$ cat config.mk
export PLATFORM = sky130hd
export DESIGN_NAME = local_bias_buf
export DESIGN_NICKNAME = d
export VERILOG_FILES = /design/src/rtl/local_bias_buf.sv
export SDC_FILE = /design/constraint.sdc
export NUM_CORES = 2
export LEC_CHECK = 0
export CAP_MARGIN = 5
export CELL_PAD_IN_SITES_DETAIL_PLACEMENT = 1
export CELL_PAD_IN_SITES_GLOBAL_PLACEMENT = 1
export CORE_ASPECT_RATIO = 1.25
export CORE_MARGIN = 3
export CORE_UTILIZATION = 40
export DETAILED_ROUTE_END_ITERATION = 8
export PLACE_DENSITY_LB_ADDON = 0.05
export SLEW_MARGIN = 15
export SYNTH_ARGS = -nofsm -noshare
export SYNTH_HDL_FRONTEND = slang
export SYNTH_SLANG_ARGS = --single-unit
$ cat constraint.sdc
create_clock -name clk -period 56.3 [get_ports clk]
set_input_delay 8.445 -clock clk [delete_from_list [all_inputs] [get_ports clk]]
set_output_delay 8.445 -clock clk [all_outputs]
set_load 0.01 [all_outputs]
$ cat src/rtl/local_bias_buf.sv
// local_bias_buf: parametrised bias store for the convolution/FC datapath.
// The load side takes a streaming burst (base, length, then valid/ready beats).
// The read side returns LANES consecutive entries one cycle after each request.
// Entries or lanes that fall outside DEPTH are never written and read back as
// zero. Either case sets a sticky error flag that only rst clears.
module local_bias_buf #(
  parameter int DATA_W = 16,
  parameter int DEPTH  = 64,
  parameter int LANES  = 2,
  parameter int ADDR_W = 16
) (
  input  logic                    clk,
  input  logic                    rst,
  input  logic                    load_start,
  input  logic [ADDR_W-1:0]       load_base,
  input  logic [ADDR_W-1:0]       load_len,
  input  logic                    wr_valid,
  input  logic [DATA_W-1:0]       wr_data,
  output logic                    wr_ready,
  output logic                    load_done,
  output logic                    busy,
  input  logic                    clear,
  input  logic                    rd_req,
  input  logic [ADDR_W-1:0]       rd_addr,
  output logic                    rd_valid,
  output logic [LANES*DATA_W-1:0] rd_data,
  output logic                    err_oob
);

  // Read base index width: wide enough that LANES*rd_addr never truncates.
  localparam int LGL  = (LANES > 1) ? $clog2(LANES) : 1;
  localparam int BW   = ADDR_W + LGL;
  localparam int MA_W = (DEPTH > 1) ? $clog2(DEPTH) : 1;

  localparam logic [1:0] S_IDLE = 2'd0;
  localparam logic [1:0] S_LOAD = 2'd1;
  localparam logic [1:0] S_DONE = 2'd2;

  logic [1:0]              state_q, state_d;
  logic [ADDR_W-1:0]       ptr_q, ptr_d;
  logic [ADDR_W-1:0]       rem_q, rem_d;
  // ptr_ovf_q remembers that ptr stepped past all-ones.
  // Later beats then stay out of range instead of wrapping back onto entry 0.
  logic                    ptr_ovf_q, ptr_ovf_d;
  logic [DATA_W-1:0]       mem_q [DEPTH];

  logic                    wr_oob;
  logic                    wr_en;
  logic                    wr_oob_hit;
  logic                    clr_en;

  logic [BW-1:0]           rd_base;
  logic [LANES*DATA_W-1:0] rd_data_d;
  logic                    rd_oob;
  logic                    rd_valid_q;
  logic [LANES*DATA_W-1:0] rd_data_q;
  logic                    err_oob_q;

  assign wr_oob = ptr_ovf_q | (64'(ptr_q) >= 64'(DEPTH));

  // Burst FSM next-state: capture the burst, count accepted beats, and steer writes and clear.
  always_comb begin
    state_d    = state_q;
    ptr_d      = ptr_q;
    rem_d      = rem_q;
    ptr_ovf_d  = ptr_ovf_q;
    clr_en     = 1'b0;
    wr_en      = 1'b0;
    wr_oob_hit = 1'b0;
    case (state_q)
      S_IDLE: begin
        if (load_start) begin
          if (load_len != '0) begin
            state_d   = S_LOAD;
            ptr_d     = load_base;
            rem_d     = load_len;
            ptr_ovf_d = 1'b0;
          end else begin
            state_d = S_DONE;
          end
        end else if (clear) begin
          clr_en = 1'b1;
        end
      end
      S_LOAD: begin
        if (wr_valid) begin
          if (wr_oob) wr_oob_hit = 1'b1;
          else        wr_en      = 1'b1;
          ptr_d     = ptr_q + ADDR_W'(1);
          ptr_ovf_d = ptr_ovf_q | (&ptr_q);
          rem_d     = rem_q - ADDR_W'(1);
          if (rem_q == ADDR_W'(1)) state_d = S_DONE;
        end
      end
      S_DONE:  state_d = S_IDLE;
      default: state_d = S_IDLE;
    endcase
  end

  // Control registers for the burst FSM.
  always_ff @(posedge clk or posedge rst) begin
    if (rst) begin
      state_q   <= S_IDLE;
      ptr_q     <= '0;
      rem_q     <= '0;
      ptr_ovf_q <= 1'b0;
    end else begin
      state_q   <= state_d;
      ptr_q     <= ptr_d;
      rem_q     <= rem_d;
      ptr_ovf_q <= ptr_ovf_d;
    end
  end

  // Bias storage: the whole array is zeroed on reset or clear; otherwise it takes one burst write per cycle.
  always_ff @(posedge clk or posedge rst) begin
    if (rst) begin
      for (int i = 0; i < DEPTH; i++) mem_q[i] <= '0;
    end else if (clr_en) begin
      for (int i = 0; i < DEPTH; i++) mem_q[i] <= '0;
    end else if (wr_en) begin
      mem_q[ptr_q[MA_W-1:0]] <= wr_data;
    end
  end

  assign rd_base = BW'(rd_addr) * BW'(LANES);

  // Read lane gather from the current (pre-write, pre-clear) array contents; out-of-range lanes read zero.
  always_comb begin
    logic [BW-1:0] idx;
    idx       = '0;
    rd_data_d = '0;
    rd_oob    = 1'b0;
    for (int k = 0; k < LANES; k++) begin
      idx = rd_base + BW'(k);
      if (64'(idx) >= 64'(DEPTH)) rd_oob = 1'b1;
      else rd_data_d[k*DATA_W +: DATA_W] = mem_q[idx[MA_W-1:0]];
    end
  end

  // Registered read port. The sticky error flag accumulates out-of-range writes and reads.
  always_ff @(posedge clk or posedge rst) begin
    if (rst) begin
      rd_valid_q <= 1'b0;
      rd_data_q  <= '0;
      err_oob_q  <= 1'b0;
    end else begin
      rd_valid_q <= rd_req;
      if (rd_req) rd_data_q <= rd_data_d;
      err_oob_q  <= err_oob_q | wr_oob_hit | (rd_req & rd_oob);
    end
  end

  assign wr_ready  = (state_q == S_LOAD);
  assign load_done = (state_q == S_DONE);
  assign busy      = (state_q != S_IDLE);
  assign rd_valid  = rd_valid_q;
  assign rd_data   = rd_data_q;
  assign err_oob   = err_oob_q;

endmodule

==> results.tsv <==
stage	metric	value	unit
drt	via_per_inst	5.99	
worst_setup_path	startpoint_type	input pin	
placed_design	io_buffers	106	
placed_design	dp_cells	6650	
worst_setup_path	crit_path_end	mem_q[571]$_DFFE_PP0P_	
logic_synthesis	synthAdderAreaFrac	0.0963	%
floorplan	start_util	40.4	%
drt	drt_iter0_drc	3378	
logic_synthesis	synth-compound-area-share	13.3	%
pwr	p_leak	24.6	nW
timing	period_share	22.1	%
worst_setup_path	cp.arrival	13.08	ns
timing	slew_violations	0	
timing	worst_hold_slack	0.490	ns
worst_setup_path	ff2ff_path_depth	9	
worst_setup_path	reg2reg_slack	51.34	ns
global_route	grt_pass1_vias	42800	
worst_setup_path	r2r-end	mem_q[571]$_DFFE_PP0P_	
floorplan	die-area	134000	um2
placed_design	gp_congestion	0.813	
finish	final_cell_mix	1338 x nand2_1, 1092 x dfrtp_1, 836 x o21ai_0	
timing	post-route-min-period	12.43	ns
logic_synthesis	synth_edf_count	0	
min_path	min-delay-start	rd_data[21]$_DFFE_PP0P_	
finish	nNetsFinal	5131	
clocking	path_clk_slew	0.06	ns
drt	post_drt_wl_per_cell	30.3	um
worst_setup_path	worstPathMaxFanout	94	
finish	fillCellCount	14100	
logic_synthesis	synth_top_family_by_area	simple AND/OR/NAND/NOR gates	
timing	rsz0062_at_grt	false	
global_route	grt_usage	31.1	%
drt	route.antenna.remaining_nets	0	
finish	drive_gt1_share	13.8	%
floorplan	io_pins	107	
logic_synthesis	synth_xor_area_share	0	%
timing	setup_violations	0	
logic_synthesis	synth_flop_cell	dfrtp_1	
global_route	grt_overflow	0	
worst_setup_path	path_class	in2reg	
global_route	antenna_found_initial	11	
logic_synthesis	ys_seq_area_share	52.6	%
clocking	cts_tree	done	
floorplan	die_w	328	um
drt	wirelength	208000	um
floorplan	coreArea	129000	um2
pwr	p_total	0.00195	W
clocking	ctsResizeCount	0	
min_path	hp-class	reg2reg	
logic_synthesis	syn_nets	5286	
clocking	cts_buffers	118	
timing	hold_viol	0	
floorplan	rows	147	
finish	stdcell_count	6867	
status	status	finished, final reports clean	
flow_run	max-cap-violations	0	
logic_synthesis	syn_area	52000	um2
drt	vias	41100	
worst_setup_path	cp.required	56.95	ns
logic_synthesis	synth.avg_cell_area	9.97	um2
global_route	grt_max_degree	164	
finish	final_common_cell	nand2_1	
timing	fmax	80.5	MHz
drt	drc	0	
logic_synthesis	async_reset_ff_share	100	%
clocking	ctsHoldBuffers	0	
clocking	clock-sinks	1093	
logic_synthesis	synth_cell_type_count	70	
clocking	cts-root-buf	clkbuf_16	
floorplan	die_h	409	um
logic_synthesis	synth.area.mux_share	12.0	%
clocking	cts_setup_buffers	0	
drt	firstDrtPassIters	5	
pwr	cellPowerDensity	33.3	nW/um2
finish	syn_to_final_growth	12.4	%
logic_synthesis	syn_inst	5212	
logic_synthesis	synthSimpleGateAreaFrac	17.3	%
worst_setup_path	worstSetupEndpointType	register	
timing	fin_worst_skew	0.0192	ns
logic_synthesis	synth_seq_cells	1093	
pwr	vdd_ir_drop_max	29.6	uV
timing	tns	0	ns
placed_design	dp_hpwl	125000	um
clocking	ctsHtreeMaxLevel	3	
clocking	clockBufferDepth	3	
worst_setup_path	worstReg2RegStart	state_q[0]$_DFFE_PP0P_	
logic_synthesis	ys_warn_count	0	
global_route	grt_pass1_wl	307000	um
worst_setup_path	critPathLaunch	load_start	
clocking	insertion_delay	0.74	ns
timing	max-slew-margin-rel	20.1	%
timing	tightest_slew	1.20	ns
-- worst max-delay path: stages --
cell             delay [ns]
clkdlybuf4s50_1        0.52
nand3b_1               0.20
buf_4                  0.64
buf_4                  0.94
buf_4                  0.94
buf_4                  0.88
nand3_1                0.17
o21ai_0                0.13
-- cells in the mapped netlist (12+ instances only) --
| library cell | instances | area, um2 |
|---|---|---|
| a211oi_1 | 17 | 128 |
| a21oi_1 | 155 | 776 |
| a22o_1 | 31 | 272 |
| a22oi_1 | 32 | 240 |
| buf_1 | 47 | 176 |
| buf_2 | 113 | 566 |
| buf_4 | 22 | 165 |
| buf_6 | 12 | 135 |
| clkbuf_1 | 325 | 1220 |
| clkbuf_2 | 16 | 80.1 |
| dfrtp_1 | 1093 | 27400 |
| inv_1 | 14 | 52.6 |
| mux2i_1 | 42 | 420 |
| mux4_2 | 257 | 5790 |
| nand2_1 | 1344 | 5040 |
| nand3_1 | 404 | 2020 |
| nand4_1 | 30 | 188 |
| nor2_1 | 55 | 206 |
| nor2b_1 | 27 | 169 |
| nor3_1 | 19 | 95.1 |
| nor4_1 | 13 | 81.3 |
| nor4_4 | 32 | 681 |
| o21ai_0 | 836 | 4180 |
| o21ai_1 | 95 | 475 |
| o22ai_1 | 45 | 282 |
-- logic make-up after synthesis --
logic type,Yosys count
fa+ha+maj,4
simple gates,1985
mux,301
flops,1093
compound gates,1278
buf+inv,551
-- sequential cells by signal, summed over array words and instances (netlist names) --
name,count
mem_q,1024
rd_data,32
ptr_q,16
rem_q,16
state_q,2
err_oob,1
ptr_ovf_q,1
rd_valid,1
-- routing by layer --
| metal | wire length [um] | vias to the layer above | track usage, % | share of wire [%] |
|---|---|---|---|---|
| li1 | - | 17900 | - | - |
| met1 | 87700 | 21800 | 41.2 | 42 |
| met2 | 102000 | 1018 | 52.3 | 49 |
| met5 | 42 | - | 0 | 0.020 |
| met4 | 9460 | 6 | 12.7 | 4.6 |
| met3 | 8750 | 327 | 3.53 | 4.2 |
-- worst min path at each step --
| stage | endpoint | cells past startpoint |
|---|---|---|
| 2_1_floorplan | mem_q[160]$_DFFE_PP0P_ | 2 |
| 4_1_cts | rd_data[21]$_DFFE_PP0P_ | 1 |
| 3_5_place_dp | rd_data[21]$_DFFE_PP0P_ | 1 |
| 6_report | rd_data[21]$_DFFE_PP0P_ | 1 |
| 5_1_grt | mem_q[2]$_DFFE_PP0P_ | 1 |
| 3_3_place_gp | mem_q[694]$_DFFE_PP0P_ | 2 |
-- area by class of cell --
class | instances | area, um2 | share of cell area [%]
clock buffer | 184 | 3720 | 6.37
tap | 1713 | 2140 | 3.67
multi-input combinational | 3568 | 22400 | 38.4
timing repair buffer | 260 | 2300 | 3.93
sequential | 1093 | 27400 | 46.9
antenna | 1 | 2.50 | 0.00429
clock inverter | 32 | 382 | 0.654
inverter | 16 | 67.6 | 0.116
-- where the power goes --
| part | total (W) | switching [W] | internal (W) |
|---|---|---|---|
| clock | 0.000828 | 0.000341 | 0.000486 |
| combinational | 0.000277 | 0.000210 | 0.0000676 |
| sequential | 0.000842 | 0.0000311 | 0.000811 |
-- through the flow --
step / cell area (um2) / setup slack [ns] / util, %
after floorplan: 52000 / 17.08 / -
after global placement: 54300 / 43.20 / 42.2
after detailed placement: 54300 / 43.18 / 42.2
after CTS: 58400 / 43.96 / 45.3
after global routing: 58400 / 43.58 / 45.3
final: 58400 / 43.87 / 45.3
No activity file was read; power rests on OpenSTA's default activity.
